--- src/rtl/jtframe_romarb_pkg.sv ---
// Shared types and sizing helpers for the N-channel SDRAM ROM read arbiter.
package jtframe_romarb_pkg;

    typedef enum logic [1:0] {
        StIdle,
        StWaitAck,
        StWaitData
    } arb_state_e;

    localparam int unsigned MaxCh = 8;

    // Address bits below the 16-bit SDRAM word (or word pair for 32-bit clients)
    function automatic int unsigned bsel_width(int unsigned dw);
        return (dw == 32) ? 2 : 1;
    endfunction

    function automatic int unsigned store_width(int unsigned dw);
        return (dw == 32) ? 32 : 16;
    endfunction

endpackage

--- src/rtl/jtframe_romarb_cache.sv ---
// One-entry tagged read cache for a single arbiter client channel.
module jtframe_romarb_cache
    import jtframe_romarb_pkg::*;
#(
    parameter int unsigned AW = 18,
    parameter int unsigned DW = 8
) (
    input  logic                           clk,
    input  logic                           rst_n,
    input  logic                           inval,
    input  logic                           wr_en,
    input  logic [AW-bsel_width(DW)-1:0]   wr_tag,
    input  logic [store_width(DW)-1:0]     wr_data,
    input  logic [AW-1:0]                  addr,
    output logic                           hit,
    output logic [DW-1:0]                  dout
);

    localparam int unsigned BSW = bsel_width(DW);
    localparam int unsigned SW  = store_width(DW);
    localparam int unsigned TW  = AW - BSW;

    logic          valid_q, valid_d;
    logic [TW-1:0] tag_q, tag_d;
    logic [SW-1:0] data_q, data_d;

    always_comb begin
        valid_d = valid_q;
        tag_d   = tag_q;
        data_d  = data_q;
        if (wr_en) begin
            valid_d = 1'b1;
            tag_d   = wr_tag;
            data_d  = wr_data;
        end
        if (inval) valid_d = 1'b0;
    end

    always_ff @(posedge clk) begin
        if (!rst_n) begin
            valid_q <= 1'b0;
            tag_q   <= '0;
            data_q  <= '0;
        end else begin
            valid_q <= valid_d;
            tag_q   <= tag_d;
            data_q  <= data_d;
        end
    end

    assign hit = valid_q && (tag_q == addr[AW-1:BSW]);

    if (DW == 8) begin : g_byte
        assign dout = addr[0] ? data_q[15:8] : data_q[7:0];
    end else begin : g_word
        assign dout = data_q;
    end

endmodule

--- src/rtl/jtframe_romarb_nch.sv ---
// N-channel round-robin ROM read arbiter for one SDRAM bank, one cache entry per channel.
// Define JTFRAME_ROMARB_PRIO_EN to give channel 0 strict priority over the round robin.
module jtframe_romarb_nch
    import jtframe_romarb_pkg::*;
#(
    parameter int unsigned      CH   = 4,
    parameter int unsigned      AW   = 18,
    parameter int unsigned      DW   = 8,
    parameter logic [CH*22-1:0] OFFS = '0
) (
    input  logic             clk,
    input  logic             rst_n,
    input  logic             downloading,
    input  logic [CH-1:0]    ch_cs,
    input  logic [CH*AW-1:0] ch_addr,
    output logic [CH*DW-1:0] ch_data,
    output logic [CH-1:0]    ch_ok,
    output logic [21:0]      ba_addr,
    output logic             ba_rd,
    input  logic             ba_ack,
    input  logic             ba_dst,
    input  logic             ba_dok,
    input  logic             ba_rdy,
    input  logic [15:0]      data_read
);

    localparam int unsigned BSW = bsel_width(DW);
    localparam int unsigned SW  = store_width(DW);
    localparam int unsigned TW  = AW - BSW;
    localparam int unsigned PW  = $clog2(CH);

    arb_state_e    state_q, state_d;
    logic [PW-1:0] ptr_q, ptr_d, sel_q, sel_d, pick, rr_idx;
    logic [PW:0]   rr_sum;
    logic          found, done, adv, fill_en;
    logic [21:0]   ba_addr_q, ba_addr_d;
    logic          ba_rd_q, ba_rd_d;
    logic [TW-1:0] tag_lat_q, tag_lat_d;
    logic [15:0]   lo_q, lo_d;
    logic          word_q, word_d, drop_q, drop_d;
    logic [SW-1:0] fill_data;
    logic [CH-1:0] hit, pending;
    logic [21:0]   wa  [CH];
    logic [TW-1:0] tag [CH];

    for (genvar i = 0; i < CH; i++) begin : g_ch
        if (DW == 32) begin : g_wa32
            assign wa[i] = 22'(OFFS[i*22+:22] + {ch_addr[i*AW+2+:AW-2], 1'b0});
        end else begin : g_wa16
            assign wa[i] = 22'(OFFS[i*22+:22] + ch_addr[i*AW+1+:AW-1]);
        end
        assign tag[i]     = ch_addr[i*AW+BSW+:TW];
        assign ch_ok[i]   = ch_cs[i] & hit[i];
        assign pending[i] = ch_cs[i] & ~hit[i] & ~downloading;

        jtframe_romarb_cache #(
            .AW (AW),
            .DW (DW)
        ) u_cache (
            .clk     (clk),
            .rst_n   (rst_n),
            .inval   (downloading),
            .wr_en   (fill_en && (sel_q == PW'(i))),
            .wr_tag  (tag_lat_q),
            .wr_data (fill_data),
            .addr    (ch_addr[i*AW+:AW]),
            .hit     (hit[i]),
            .dout    (ch_data[i*DW+:DW])
        );
    end

    // First pending channel at or after the round-robin pointer
    always_comb begin
        rr_sum = '0;
        rr_idx = '0;
        pick   = '0;
        found  = 1'b0;
        for (int k = 0; k < int'(CH); k++) begin
            rr_sum = {1'b0, ptr_q} + (PW+1)'(k);
            if (rr_sum >= (PW+1)'(CH)) rr_sum = rr_sum - (PW+1)'(CH);
            rr_idx = rr_sum[PW-1:0];
            if (!found && pending[rr_idx]) begin
                found = 1'b1;
                pick  = rr_idx;
            end
        end
`ifdef JTFRAME_ROMARB_PRIO_EN
        if (pending[0]) begin
            found = 1'b1;
            pick  = '0;
        end
`endif
    end

    always_comb begin
        state_d   = state_q;
        sel_d     = sel_q;
        ba_addr_d = ba_addr_q;
        ba_rd_d   = ba_rd_q;
        tag_lat_d = tag_lat_q;
        lo_d      = lo_q;
        word_d    = word_q;
        drop_d    = drop_q | downloading;
        done      = 1'b0;
        unique case (state_q)
            StIdle: begin
                ba_rd_d = 1'b0;
                drop_d  = 1'b0;
                if (found) begin
                    sel_d     = pick;
                    ba_addr_d = wa[pick];
                    tag_lat_d = tag[pick];
                    ba_rd_d   = 1'b1;
                    lo_d      = '0;
                    word_d    = 1'b0;
                    state_d   = StWaitAck;
                end
            end
            StWaitAck: begin
                if (ba_ack) begin
                    ba_rd_d = 1'b0;
                    if (ba_rdy) begin
                        done    = 1'b1;
                        state_d = StIdle;
                    end else begin
                        state_d = StWaitData;
                    end
                end
            end
            StWaitData: begin
                if (ba_dok && !word_q) begin
                    lo_d   = data_read;
                    word_d = 1'b1;
                end
                if (ba_dst) word_d = 1'b0;
                if (ba_rdy) begin
                    done    = 1'b1;
                    state_d = StIdle;
                end
            end
            default: state_d = StIdle;
        endcase
    end

`ifdef JTFRAME_ROMARB_PRIO_EN
    assign adv = done && (sel_q != '0);
`else
    assign adv = done;
`endif

    assign ptr_d   = adv ? ((sel_q == PW'(CH - 1)) ? '0 : sel_q + 1'b1) : ptr_q;
    // A download seen at any point of the transaction voids its fill
    assign fill_en = done & ~drop_d;

    if (SW == 32) begin : g_hi
        logic [15:0] hi_q, hi_d;

        always_comb begin
            hi_d = hi_q;
            if (state_q == StIdle) hi_d = '0;
            else if (state_q == StWaitData && ba_dok && word_q) hi_d = data_read;
        end

        always_ff @(posedge clk) begin
            if (!rst_n) hi_q <= '0;
            else        hi_q <= hi_d;
        end

        assign fill_data = {hi_d, lo_d};
    end else begin : g_lo
        assign fill_data = lo_d;
    end

    always_ff @(posedge clk) begin
        if (!rst_n) begin
            state_q   <= StIdle;
            ptr_q     <= '0;
            sel_q     <= '0;
            ba_addr_q <= '0;
            ba_rd_q   <= 1'b0;
            tag_lat_q <= '0;
            lo_q      <= '0;
            word_q    <= 1'b0;
            drop_q    <= 1'b0;
        end else begin
            state_q   <= state_d;
            ptr_q     <= ptr_d;
            sel_q     <= sel_d;
            ba_addr_q <= ba_addr_d;
            ba_rd_q   <= ba_rd_d;
            tag_lat_q <= tag_lat_d;
            lo_q      <= lo_d;
            word_q    <= word_d;
            drop_q    <= drop_d;
        end
    end

    assign ba_addr = ba_addr_q;
    assign ba_rd   = ba_rd_q;

endmodule
--- config.mk ---
export PLATFORM = sky130hd
export DESIGN_NAME = jtframe_romarb_nch
export DESIGN_NICKNAME = d
export VERILOG_FILES = /design/src/rtl/jtframe_romarb_pkg.sv /design/src/rtl/jtframe_romarb_cache.sv /design/src/rtl/jtframe_romarb_nch.sv
export SDC_FILE = /design/constraint.sdc
export NUM_CORES = 1
export LEC_CHECK = 0
export ABC_AREA = 1
export CORE_MARGIN = 3
export CORE_UTILIZATION = 49
export DETAILED_ROUTE_END_ITERATION = 10
export GPL_TIMING_DRIVEN = 0
export PLACE_DENSITY = 0.77
export SYNTH_ARGS = -nofsm -noshare
export SYNTH_HDL_FRONTEND = slang
export SYNTH_SLANG_ARGS = --single-unit
--- constraint.sdc ---
create_clock -name clk -period 2 [get_ports clk]
set_input_delay 0.4 -clock clk [delete_from_list [all_inputs] [get_ports clk]]
set_output_delay 0.4 -clock clk [all_outputs]
set_load 0.02 [all_outputs]
# [Word-level counts from Yosys, hierarchy flattened]
# Cells that the tools add are included.
[totals] mem_bits_rw=0 out_inout_bits=59 latchBits=0 inputBits=99 word_cells=148 memories=0 rom_bits=0 ff_bits=200
[op_classes] muxes=50 shift=0 bitwise=22 reduce_logical=25 addsub=8 n_lt_le_gt_ge=9 multipliers=0 eq_ne=13 div_mod_pow=0
[ops] cell="$eq 17x17->1" n=4
[ops] cell="$bmux 22 s2" n=1
[ops] cell="$mux 22" n=2
[ops] cell="$bmux 17 s2" n=1
[ops] cell="$mux 17" n=2
[ops] cell="$mux 16" n=2
[ops] cell="$mux 8" n=4
[ops] cell="$pmux 16 s2" n=1
[ops] cell="$mux 2" n=13
[ops] cell="$mux 1" n=16
[ops] cell="$and 1x1->1" n=13
[ops] cell="$ge 3x3->1 const B" n=4
[ops] cell="$logic_and 1x1->1" n=12
[ops] cell="$lt 2x3->1 const B" n=4
[ops] cell="$bmux 1 s2" n=4
[ops] cell="$sub 2x1->2 const B" n=4
[ops] cell="$not 1->1" n=7
[ops] cell="$add 2x2->3 const B" n=2
[ops] cell="$eq 2x2->1 const B" n=3
[ops] cell="$ne 2x2->1 const B" n=3
[ops] cell="$pmux 1 s2" n=3
[ops] cell="$pmux 2 s3" n=1
[ops] cell="$reduce_and 3->1" n=2
[ops] cell="$eq 2x1->1 const B" n=2
[ops] cell="other kinds (11)" n=17

# [Longest topological paths before layout]
# Gate-level depths: netlist of run 1.
[logic_depth] depth_word=21 mapped_depth=20 depth_no_buf=19

# [Cells and area by module]
# From an unflattened synthesis of run 1, not the netlist that was laid out.
[unflattened] cells_unflattened=1409 hier_area_um2=9316.4
[modules_own_cells] mod="jtframe_romarb_cache" cells_each=222 instances=4 area_each_um2=1547.7 seq_area_each_um2=680.7
[modules_own_cells] mod="jtframe_romarb_nch" cells_each=521 instances=1 area_each_um2=3125.5 seq_area_each_um2=840.8

# [Worst setup path before layout of run 1]
# No wires, ideal clock.
[synth_path] path_kind="register to register" startpoint="register state_q[0]" endpoint="register g_ch[1].u_cache.tag_q[0]" required_time_ps=1872 setup_slack_ps=-88 path_buffers=3 arrival_time_ps=1960 path_stages_with_launch=10 setup_ps=128 period_less_slack_ps=2088 path_cell_list="dfxtp_1 inv_1 ha_1 clkbuf_1 o211ai_1 inv_1 nand3_1 clkbuf_1 buf_1 a21oi_1"
[synth_between] elab_chain_cells=5 elab_cells_between_ends=8 cone_classes="eq/ne (2); mux (2); bitwise (2); reduce/logical (2)"
[synth_lines] element="from (decl)" line="jtframe_romarb_nch.sv:32" text="arb_state_e state_q, state_d;"
[synth_lines] element="from (signal assigned)" line="jtframe_romarb_nch.sv:176" text="state_q <= StIdle;"
[synth_lines] element="from (signal assigned)" line="jtframe_romarb_nch.sv:186" text="state_q <= state_d;"
[synth_lines] element="branches (longest 3 deep; another with $eq 2x2->1)"
[synth_lines] element="$and 1x1->1 (*)" line="jtframe_romarb_nch.sv:153" text="assign fill_en = done & ~drop_d;"
[synth_lines] element="$logic_and 1x1->1 (*)" line="jtframe_romarb_nch.sv:63" text=".wr_en (fill_en && (sel_q == PW'(i))),"
[synth_lines] element="to (signal assigned)" line="jtframe_romarb_cache.sv:46" text="tag_q <= tag_d;"
[synth_lines] element="to (decl)" line="jtframe_romarb_cache.sv:24" text="logic [TW-1:0] tag_q, tag_d;"
# Mark *: on every way between the ends.
# A chain may end at the register's enable or synchronous reset.

# [Worst setup path in the final report of run 1]
[layout_path] startpoint="register g_ch[2].u_cache.tag_q[9]" endpoint="register ba_addr_q[2], in the netlist ba_addr[2]"
[layout_between] elab_chain_cells=21 elab_cells_between_ends=32 cone_classes="eq/ne (1); mux (19); bitwise (4); reduce/logical (8)"
[layout_lines] element="from (decl)" line="jtframe_romarb_cache.sv:24"
[layout_lines] element="from (signal assigned)" line="jtframe_romarb_cache.sv:46"
[layout_lines] element="$eq 17x17->1 (*)" line="jtframe_romarb_cache.sv:51" text="assign hit = valid_q && (tag_q == addr[AW-1:BSW]);"
[layout_lines] element="$logic_and 1x1->1 (*)" line="jtframe_romarb_cache.sv:51"
[layout_lines] element="$not 1->1 (*)" line="jtframe_romarb_nch.sv:54" text="assign pending[i] = ch_cs[i] & ~hit[i] & ~downloading;"
[layout_lines] element="$and 1x1->1 (*) (2 in series)" line="jtframe_romarb_nch.sv:54"
[layout_lines] element="$bmux 1 s2" line="jtframe_romarb_nch.sv:82" text="if (!found && pending[rr_idx]) begin"
[layout_lines] element="$mux 1 (not written as such)" line="jtframe_romarb_nch.sv:82"
[layout_lines] element="$mux 1" line="jtframe_romarb_nch.sv:82"
[layout_lines] element="$logic_not 1->1" line="jtframe_romarb_nch.sv:82"
[layout_lines] element="[3 not listed]"
[layout_lines] element="$logic_and 1x1->1" line="jtframe_romarb_nch.sv:82"
[layout_lines] element="$mux 1" line="jtframe_romarb_nch.sv:82"
[layout_lines] element="$logic_not 1->1" line="jtframe_romarb_nch.sv:82"
[layout_lines] element="$logic_and 1x1->1" line="jtframe_romarb_nch.sv:82"
[layout_lines] element="$mux 2" line="jtframe_romarb_nch.sv:82"
[layout_lines] element="$not 2->3 (not written as such)" line="jtframe_romarb_nch.sv:111" text="ba_addr_d = wa[pick];"
[layout_lines] element="$bmux 22 s2" line="jtframe_romarb_nch.sv:111"
[layout_lines] element="$mux 22 (not written as such) (2 in series)" line="jtframe_romarb_nch.sv:111"
[layout_lines] element="to (signal assigned)" line="jtframe_romarb_nch.sv:189" text="ba_addr_q <= ba_addr_d;"
[layout_lines] element="to (decl)" line="jtframe_romarb_nch.sv:36" text="logic [21:0] ba_addr_q, ba_addr_d;"
# Mark *: on every way between the ends. The rest lies on a longest branch, timed or not. The select of a mux whose other input is x is not followed.

==> impl_metrics.py, run 1 <==
metrics = {
    "status": {
        "status": "complete, but fails checks",
        "violations": "setup timing",
    },
    "clocking": {
        "cts_max_level": 4,
        "cts_hold_buf": 0,
        "insertion_delay_ns": 0.45,
        "cts-root-buf": "clkbuf_16",
        "cts_tree": "built",
        "clockBufferDepth": 2,
        "numCtsBuffers": 17,
        "clkTransAtPathRegs_ns": 0.07,
        "cts.sink_count": 178,
    },
    "pwr": {
        "p_leak_nw": 6.540,
        "power_w": 0.01051,
        "powerDensity_nw_per_um2": 775.8,
        "ir_drop_uv": 783.4,
    },
    "timing": {
        "fmax_ghz": 0.4181,
        "max_slew.worst_pin.slew_ns": 0.6484,
        "worst_slack_ns": -0.3920,
        "slew_viol_final": 0,
        "finalCriticalPeriod_ns": 2.392,
        "hold_violations": 0,
        "setup_viol": 110,
        "rsz0062_at_grt": "yes",
        "max-slew-margin-rel_pct": 56.78,
        "finClkSkew_ns": 0.01073,
        "timing.final.crit_share_pct": 119.6,
    },
    "global_routing": {
        "grt_use_total_pct": 31.95,
        "grt_max_degree": 20,
        "antenna_found_initial": 2,
        "grt_pass1_wl_um": 51100,
        "overflow": 0,
        "first_global_vias": 9728,
    },
    "yosys": {
        "netlist_area_um2": 9419,
        "yosys.area_share.simple_pct": 25.46,
        "synth_top_family_by_area": "simple AND/OR/NAND/NOR gates",
        "synth_seq_cells": 178,
        "ys.flop_type": "dfxtp_1",
        "syn_area_per_cell_um2": 6.403,
        "ys_seq_area_share_pct": 37.83,
        "synth_compound_area_share_pct": 20.46,
        "synthXorXnorAreaFrac_pct": 0.09299,
        "synthArstFlopShare_pct": 0,
        "synth-edff-count": 0,
        "yosysWarnings": 0,
        "synth_mux_area_share_pct": 0,
        "syn_inst": 1471,
        "synth-adder-area-share_pct": 0.9299,
        "synth_cell_types": 34,
    },
    "worst_setup_path": {
        "critPathBufInv": 3,
        "r2r_start": "g_ch[2].u_cache.tag_q[9]",
        "arrival_ns": 2.73,
        "slowest_delay_ns": 0.33,
        "crit_path_start_kind": "register",
        "critPathSlowestCell": "dfxtp_2",
        "cpLargestDelayFamily": "simple AND/OR/NAND/NOR gates",
        "crit_type": "register to register",
        "crit_path_cell_trace": "inv_1, nand2_1, nand2_1, nor2_1, nand2_1, nor2_2, nand3_4, nand3_4, nand3_2, nand2_4, nand2_2, nand3_4, buf_6, nand3_1, nand3_1, nand3_1, nand2_1, inv_1",
        "crit_top_cell": "nand2_1",
        "required_ns": 2.34,
        "path_max_fanout": 10,
        "cp-end-kind": "register",
        "crit_path_start": "g_ch[2].u_cache.tag_q[9]",
    },
    "placement": {
        "place_congestion": 0.9233,
        "dp_hpwl_um": 23650,
        "dp.cells": 1861,
        "port_buffers": 152,
    },
    "drt": {
        "wl_per_cell_um": 18.19,
        "vias": 10670,
        "drt-total-wl_um": 35320,
        "drtIter0Drc": 1025,
        "routed_via_density": 5.493,
        "drc": 0,
        "ant_nets": 0,
        "dr.pass1.iters": 6,
    },
    "die": {
        "coreArea_um2": 18770,
        "pin_count": 158,
        "die_area_um2": 20920,
        "dieWidth_um": 144.6,
        "row_count": 50,
        "initial_core_util_pct": 50.19,
        "die_y_um": 144.6,
    },
    "job": {
        "drv_cap": 0,
    },
    "hold_path": {
        "hp-start": "g_ch[2].u_cache.tag_q[5]",
        "hold_class": "register to register",
    },
    "layout": {
        "areaGrowthSynthToFinish_pct": 43.77,
        "final_nets": 1800,
        "instances_no_fill": 1942,
        "drive_above_1_share_pct": 25.95,
    },
}
power breakdown:
group	internal (W)	switching [W]	total, W
Clock	0.00168	0.00169	0.00337
Sequential	0.00375	0.000391	0.00414
Combinational	0.00123	0.00177	0.00300
synthesized netlist by cell type, drive strengths merged (5+ instances only):
cell | n | area, µm²
o21ai | 204 | 1062
nand4 | 9 | 62.56
ha | 7 | 87.58
buf | 37 | 214.0
o21bai | 32 | 240.2
inv | 287 | 1077
dfxtp | 178 | 3563
nand3 | 111 | 618.1
o211ai | 5 | 37.54
clkbuf | 37 | 138.9
a21oi | 111 | 570.6
nand2 | 334 | 1276
nor2 | 114 | 435.4
flip-flops by register name, summed over array words and instances, names as in the netlist:
signal / cells
g_ch.u_cache.valid_q: 4
lo_q: 16
ptr_q: 2
state_q: 2
drop_q: 1
g_ch.u_cache.data_q: 64
ba_rd: 1
sel_q: 2
ba_addr: 17
word_q: 1
g_ch.u_cache.tag_q: 68
path summary, 6_finish.rpt:
path	endpoint	slack, ns	cells after the start
min	g_ch[2].u_cache.tag_q[5]	0.46	2
min reg2reg	g_ch[2].u_cache.tag_q[5]	0.46	2
max reg2reg	ba_addr[2]	-0.39	18
max	ba_addr[2]	-0.39	18
routing by layer:
metal | track usage (%) | part of all wire (%) | vias up
met5 | 0 | 0.040 | -
met4 | 17.48 | 6.1 | 4
met3 | 4.663 | 8.8 | 139
met2 | 53.11 | 47 | 571
met1 | 39.86 | 38 | 4896
li1 | - | - | 5057
final cells by class:
| cell class | instances | area, µm² |
|---|---|---|
| Sequential cell | 178 | 3622 |
| Multi-Input combinational cell | 938 | 5439 |
| Fill cell | 1469 | 5226 |
| Inverter | 287 | 1094 |
| Buffer | 72 | 541.8 |
| Timing Repair Buffer | 200 | 1961 |
| Clock buffer | 17 | 425.4 |
| Clock inverter | 15 | 163.9 |
| Antenna cell | 1 | 2.502 |
| Tap cell | 234 | 292.8 |
tightest hold or removal path: cells and delay by family (launching register included):
kind	cells	cell delay, ns
buffers and inverters	1	0.05
flip-flops	1	0.33
AO/OA/AOI/OAI	1	0.05
cell families after synthesis:
| kind of cell | after synthesis |
|---|---|
| compound gates | 354 |
| xor+xnor | 1 |
| fa+ha+maj | 7 |
| buf+inv | 361 |
| flops | 178 |
| other cells | 1 |
| simple gates | 569 |
layout by cell type, fill, tap and decap left out, types with 38 or more instances in the layout:
cell type,instances
clkdlybuf4s50_1,42
a21oi_1,93
dfxtp_2,44
dfxtp_1,133
nand2_2,38
buf_4,44
o21ai_0,133
nand3_1,68
inv_2,64
nor2_1,92
dlygate4sd2_1,95
inv_1,218
nand2_1,272
o21ai_1,38
what timing repair did:
item | CTS | global route
setup buffers | 32 | 12
setup endpoints to repair | 228 | 178
pin swaps | 60 | 77
cloned | 5 | 4
gates resized for setup | 396 | 183
through the flow:
step                hold WS (ns)  TNS [ns]  instance area [µm²]  worst slack, ns  utilization, %
finish                    0.4568    -29.98                13540          -0.3920           72.15
global route              0.4732    -45.08                13540          -0.5122           72.14
CTS                       0.4522    -29.59                12920          -0.3633           68.83
detailed placement        0.4429   -175.48                11290           -1.153           60.15
global placement          0.4389   -172.86                11290           -1.149           60.15
floorplan                 0.4277         0                 9475         0.002261               -
No activity file was read; power rests on OpenSTA's default activity.
==> run 2: changes to the inputs <==
Settings changed: CORE_UTILIZATION 49 to 58, PLACE_DENSITY 0.77 to 0.86.
Clock period 2 ns to 2.9 ns, I/O delays scaled along.
==> run 2 against run 1 <==
The flow now finishes without violations; clock skew is 0.0015 ns higher; utilization is 5.8 points higher; global-route usage is 2.1 points higher; wire length is 8.9% lower; worst setup slack better by 0.41 ns; combinational power is 44% lower; sequential power is 32% lower; cell count is 3.4% lower; sequential share of layout area is 2.7 points higher; non-clock buffer count is 40 lower; critical path depth is 13 lower; critical endpoint is now ch_data[4]; largest cell class unchanged; largest power group unchanged.
==> impl_metrics.py, run 2 (same netlist as run 1, synthesis figures left out) <==
metrics = {
    "clocking": {
        "clockBufferDepth": 2,
        "cts-root-buf": "clkbuf_16",
        "clkTransAtPathRegs_ns": 0.07,
        "cts_tree": "built",
        "insertion_delay_ns": 0.45,
        "cts_max_level": 4,
        "cts.sink_count": 178,
        "cts_hold_buf": 0,
        "numCtsBuffers": 17,
    },
    "timing": {
        "finalCriticalPeriod_ns": 2.877,
        "fmax_ghz": 0.3476,
        "timing.hold.ws_ns": 0.4526,
        "max-slew-margin-rel_pct": 52.31,
        "setup_viol": 0,
        "worst_slack_ns": 0.02301,
        "slew_viol_final": 0,
        "finClkSkew_ns": 0.01228,
        "timing.final.crit_share_pct": 99.21,
        "hold_violations": 0,
        "max_slew.worst_pin.slew_ns": 0.7153,
    },
    "worst_setup_path": {
        "cpLargestDelayFamily": "buffers and inverters",
        "crit_type": "primary input to primary output",
        "cp-end-kind": "primary output",
        "slowest_delay_ns": 0.64,
        "critPathBufInv": 3,
        "r2r_cells": 11,
        "r2r_slack_ns": 0.13,
        "r2r-end": "g_ch[3].u_cache.tag_q[12]",
        "crit_path_cell_trace": "clkdlybuf4s50_1, clkbuf_4, nand2_1, o21ai_0, clkdlybuf4s50_1",
        "arrival_ns": 2.30,
        "required_ns": 2.32,
        "critPathSlowestCell": "clkdlybuf4s50_1",
        "crit_path_start_kind": "primary input",
        "crit_top_cell": "clkdlybuf4s50_1",
        "r2r_start": "state_q[0]",
        "path_max_fanout": 10,
    },
    "pwr": {
        "ir_drop_uv": 447.7,
        "p_leak_nw": 6.049,
        "powerDensity_nw_per_um2": 554.6,
    },
    "global_routing": {
        "first_global_vias": 9292,
        "grt_max_degree": 17,
        "grt_use_total_pct": 34.05,
        "antenna_found_initial": 0,
        "grt_pass1_wl_um": 47540,
        "overflow": 0,
    },
    "layout": {
        "drive_above_1_share_pct": 9.429,
        "final_nets": 1758,
        "fillers": 1175,
        "final_common_cell": "nand2_1",
        "areaGrowthSynthToFinish_pct": 28.55,
        "top_register": "g_ch.u_cache.tag_q",
        "instances_no_fill": 1876,
        "final_cell_mix": "nand2_1, inv_1, dfxtp_1",
        "largest_register_ffs": 68,
        "insertedDiodeCount": 0,
    },
    "job": {
        "drv_cap": 0,
    },
    "die": {
        "pin_count": 158,
        "die_area_um2": 17800,
        "dieWidth_um": 133.4,
        "die_y_um": 133.4,
        "row_count": 45,
        "coreArea_um2": 15540,
        "initial_core_util_pct": 60.61,
    },
    "drt": {
        "drc": 0,
        "vias": 10270,
        "wl_per_cell_um": 17.16,
        "dr.pass1.iters": 7,
        "drt-total-wl_um": 32180,
        "routed_via_density": 5.475,
        "ant_nets": 0,
        "drtIter0Drc": 1143,
    },
    "hold_path": {
        "hp-start": "g_ch[1].u_cache.valid_q",
        "hold_path_end": "g_ch[1].u_cache.valid_q",
        "whs_path_depth": 2,
        "hold_class": "register to register",
    },
    "placement": {
        "place_worst_setup_slack_ns": -0.4957,
        "place_congestion": 0.9810,
        "dp.cells": 1838,
        "dp_hpwl_um": 23180,
        "port_buffers": 152,
    },
    "status": {
        "status": "finished, final reports clean",
    },
}
run 2: cell types whose count changed in the layout (fill, tap and decap cells not counted), sizes merged, moves of 4 or more:
cell / previous run / this run
clkdlybuf4s15: 5 / 0
inv: 295 / 291
clkbuf: 54 / 60
dlygate4sd2: 95 / 4
dlymetal6s2s: 5 / 25
buf: 88 / 39
clkdlybuf4s50: 42 / 123
run 2: where the power goes:
group	switching (W)	total [W]	leakage [nW]	internal (W)
registers	0.000255	0.00283	1.44	0.00257
clock network	0.00105	0.00221	0.263	0.00115
logic	0.000992	0.00168	4.35	0.000691
total	0.00230	0.00672	6.05	0.00441
run 2: how the worst max path moves through the flow:
| stage | slack [ns] | endpoint | cells past startpoint | from |
|---|---|---|---|---|
| global route | -0.13 | g_ch[3].u_cache.data_q[8] | 20 | ch_addr[21] |
| global placement | -0.46 | ba_addr[8] | 21 | ch_addr[55] |
| CTS | 0.01 | g_ch[0].u_cache.tag_q[15] | 10 | state_q[0] |
| detailed placement | -0.50 | ba_addr[6] | 21 | ch_addr[55] |
| finish | 0.02 | ch_data[4] | 5 | ch_addr[0] |
| floorplan | 0.69 | ba_addr[4] | 20 | ch_addr[40] |
run 2: repair_timing:
item	4_1_cts	5_1_grt
cloned	0	1
pin swaps	0	10
setup buffers	0	6
setup endpoints to repair	33	165
gates resized for setup	10	89
run 2: layout make-up:
type	instances	area (µm²)	area share (%)
multi-input combinational	936	4586	37.87
timing repair buffer	159	1662	13.72
inverter	287	1082	8.939
buffer	73	396.6	3.276
clock inverter	13	101.3	0.8370
tap	211	264.0	2.180
clock buffer	19	452.9	3.741
sequential	178	3563	29.43
run 2: stage by stage:
step                total power (W)  setup TNS, ns  util [%]  cell area (µm²)
global placement           0.004327         -35.44     72.20            11220
floorplan                  0.003658              0         -             9434
finish                     0.006715              0     77.91            12110
detailed placement         0.004355         -42.67     72.20            11220
global route               0.006916         -6.271     77.91            12110
CTS                        0.006505              0     75.85            11790
run 2: metal layers:
metal  track usage (%)  up-vias  wire length [µm]
met3             6.911      118              3400
met5                 0        -                 0
met1             41.57     4567             12010
met4             19.66        0              2017
li1                  -     4960                 -
met2             55.93      627             14760
run 2: tightest hold or removal path, cell delays in order (launching register included):
cell and delay (ns):
dfxtp_1 0.31, inv_1 0.05, a21oi_1 0.05
==> variant, RTL diff (config.mk and constraints of run 1) <==
`AW` is set to 18 in 2 places; all go to 9.
--- a/src/rtl/jtframe_romarb_cache.sv
+++ b/src/rtl/jtframe_romarb_cache.sv
@@ -3,5 +3,5 @@
     import jtframe_romarb_pkg::*;
 #(
-    parameter int unsigned AW = 18,
+    parameter int unsigned AW = 9,
     parameter int unsigned DW = 8
 ) (
--- a/src/rtl/jtframe_romarb_nch.sv
+++ b/src/rtl/jtframe_romarb_nch.sv
@@ -5,5 +5,5 @@
 #(
     parameter int unsigned      CH   = 4,
-    parameter int unsigned      AW   = 18,
+    parameter int unsigned      AW   = 9,
     parameter int unsigned      DW   = 8,
     parameter logic [CH*22-1:0] OFFS = '0
Interface: changed (resized ch_addr); port bits go from 158 to 122. The function was not compared with the original's and may differ.
==> variant against run 1 <==
The flow still finishes with violations (setup timing). Worst setup slack improved by 70 ps. Combinational power down 28%. Die area down 23%. Total power is 22% lower. Wire length shrank 28%. Sequential cell count shrank 45. Via count shrank 25%. Cell area fell by 23%. Utilization rose by 1.9 points. Synthesized area fell by 24%. Non-clock buffer count is 53 lower. Global-route usage is 3.2 points lower.
==> variant: results (changes against run 1) <==
* Final net count at 1357 (-25%)
* Leak pwr at 5.148 nW (-21%)
* Async set or reset register ratio after synthesis at 0 (unchanged)
* Status: finished with violations
* Crit-path max cell delay at 480 ps (+150 ps)
* Setup violators final at 96 (-13%)
* Area contributors post-synth: dfxtp_1, inv_1, nand2_1
* DRT iter0 DRCs at 798 (-22%)
* First-pass GRT wire length at 36820 um (-28%)
* Data arrival, critical path at 2640 ps (-90 ps)
* Post-CTS sizing at 309 (-22%)
* Gate Count Post-Synth at 1095 (-26%)
* Biggest regs: g_ch.u_cache.data_q x64, g_ch.u_cache.tag_q x32, lo_q x16
* Worst Hold Depth at 2 (unchanged)
* Via total after detailed routing at 7994 (-25%)
* Share of layout cells above drive strength 1 at 0.2769 (+0.01740)
* Post-CTS Hold Buffers at 0 (unchanged)
* Ant diodes at 0 (-1)
* Worst-Skew Late Latency at 420 ps (-30 ps)
* Reg-to-reg startpoint: g_ch[0].u_cache.tag_q[3]
* Worst-case reg-to-reg path depth at 19 (+1)
* Slowest cell on crit path: clkdlybuf4s50_1
* Total track usage at 0.2872 (-0.03233)
* CTS buffer count at 17 (unchanged)
* Via density at 5.401 (-1.7%)
* Pre-antenna DRT Iters at 5 (-1)
* WHS Endpoint: g_ch[3].u_cache.tag_q[1]
* IO buf count at 107 (-30%)
* # fillers at 1042 (-29%)
* Netlist cell types at 35 (+2.9%)
* R2R Setup Slk at -310 ps (+80 ps)
* Failing checks: setup timing
* Kind of cell adding the most delay to the critical path: buffers and inverters
* Pin count of the biggest net entering global routing at 17 (-15%)
* Seq/Total Area, Yosys at 0.3696 (-0.008748)
* Crit path to: g_ch[3].u_cache.data_q[1]
* Routability Congestion at 0.9109 (-1.3%)
* Crit path from: ba_dok
* Worst-path fanout max at 10 (unchanged)
* Crit Reg-Reg Endpoint: ba_addr[4]
* Worst slew margin at 0.5214 (-0.04633)
* Top post-synthesis cells by count: inv_1, nand2_1, dfxtp_1
* Final WL at 25260 um (-28%)
* Root Driver: clkbuf_16
* Main synth FF type: dfxtp_1
* Setup Fix Bufs, Post-CTS at 34 (+6.3%)
* Antenna violations before repair at 0 (-2)
* Final Worst Setup Slack at -321.5 ps (+70.49 ps)
* DR DRC count at 0 (unchanged)
* Peak supply drop at 0.5230 mV (-33%)
* Worst clock skew at 7.663 ps (-3.065 ps)
* Hold crit path type: reg2reg
* Hold Crit Start: g_ch[3].u_cache.tag_q[1]
* HPWL after detailed placement at 15380 um (-35%)
* Vias in the first global route at 7251 (-25%)
[variant: cell type report]
type / count / area share
Multi-Input combinational cell: 695 / 0.4110
Clock inverter: 9 / 0.009669
Tap cell: 180 / 0.02149
Clock buffer: 23 / 0.04560
Buffer: 61 / 0.04047
Inverter: 221 / 0.07915
Sequential cell: 133 / 0.2556
Timing Repair Buffer: 158 / 0.1370
[variant: tightest hold or removal path: stages (launching register included)]
cell and delay, ps:
dfxtp_2 320, inv_2 50, a21oi_1 50
[variant: routing by layer]
metal	share of wire	global-route usage	vias up
li1	-	-	3834
met1	0.39	0.3632	3667
met2	0.48	0.4801	410
met3	0.086	0.05351	83
met4	0.043	0.1243	0
met5	0	0	-
[variant: kinds of logic after synthesis]
group                      count (synthesis)  synth area share
and+or+nand+nor                          397            0.2525
other                                      1         0.0005205
DFF                                      133            0.3696
buffers and inverters                    282            0.1573
xor gates and xnor gates                   4          0.004864
adders and majority gates                  7           0.01216
AOI/OAI and AO/OA                        271            0.2030
[variant: metrics by stage]
stage / setup slack (ps) / instance area, sq um / setup TNS (ps) / util / hold WS (ps)
2_1_floorplan: 4.390 / 7253 / 0 / - / 433.8
5_1_grt: -444.8 / 10480 / -35280 / 0.7407 / 470.8
4_1_cts: -208.6 / 10020 / -13880 / 0.7080 / 456.7
3_3_place_gp: -966.9 / 8549 / -123170 / 0.6042 / 444.7
3_5_place_dp: -957.9 / 8549 / -124020 / 0.6042 / 457.3
6_report: -321.5 / 10480 / -22650 / 0.7407 / 454.4
[variant: where the power goes]
group	switching, mW	internal [mW]	total, mW
logic	1.33	0.841	2.17
registers	0.182	2.78	2.96
clock network	1.17	1.92	3.10
total	2.68	5.55	8.23
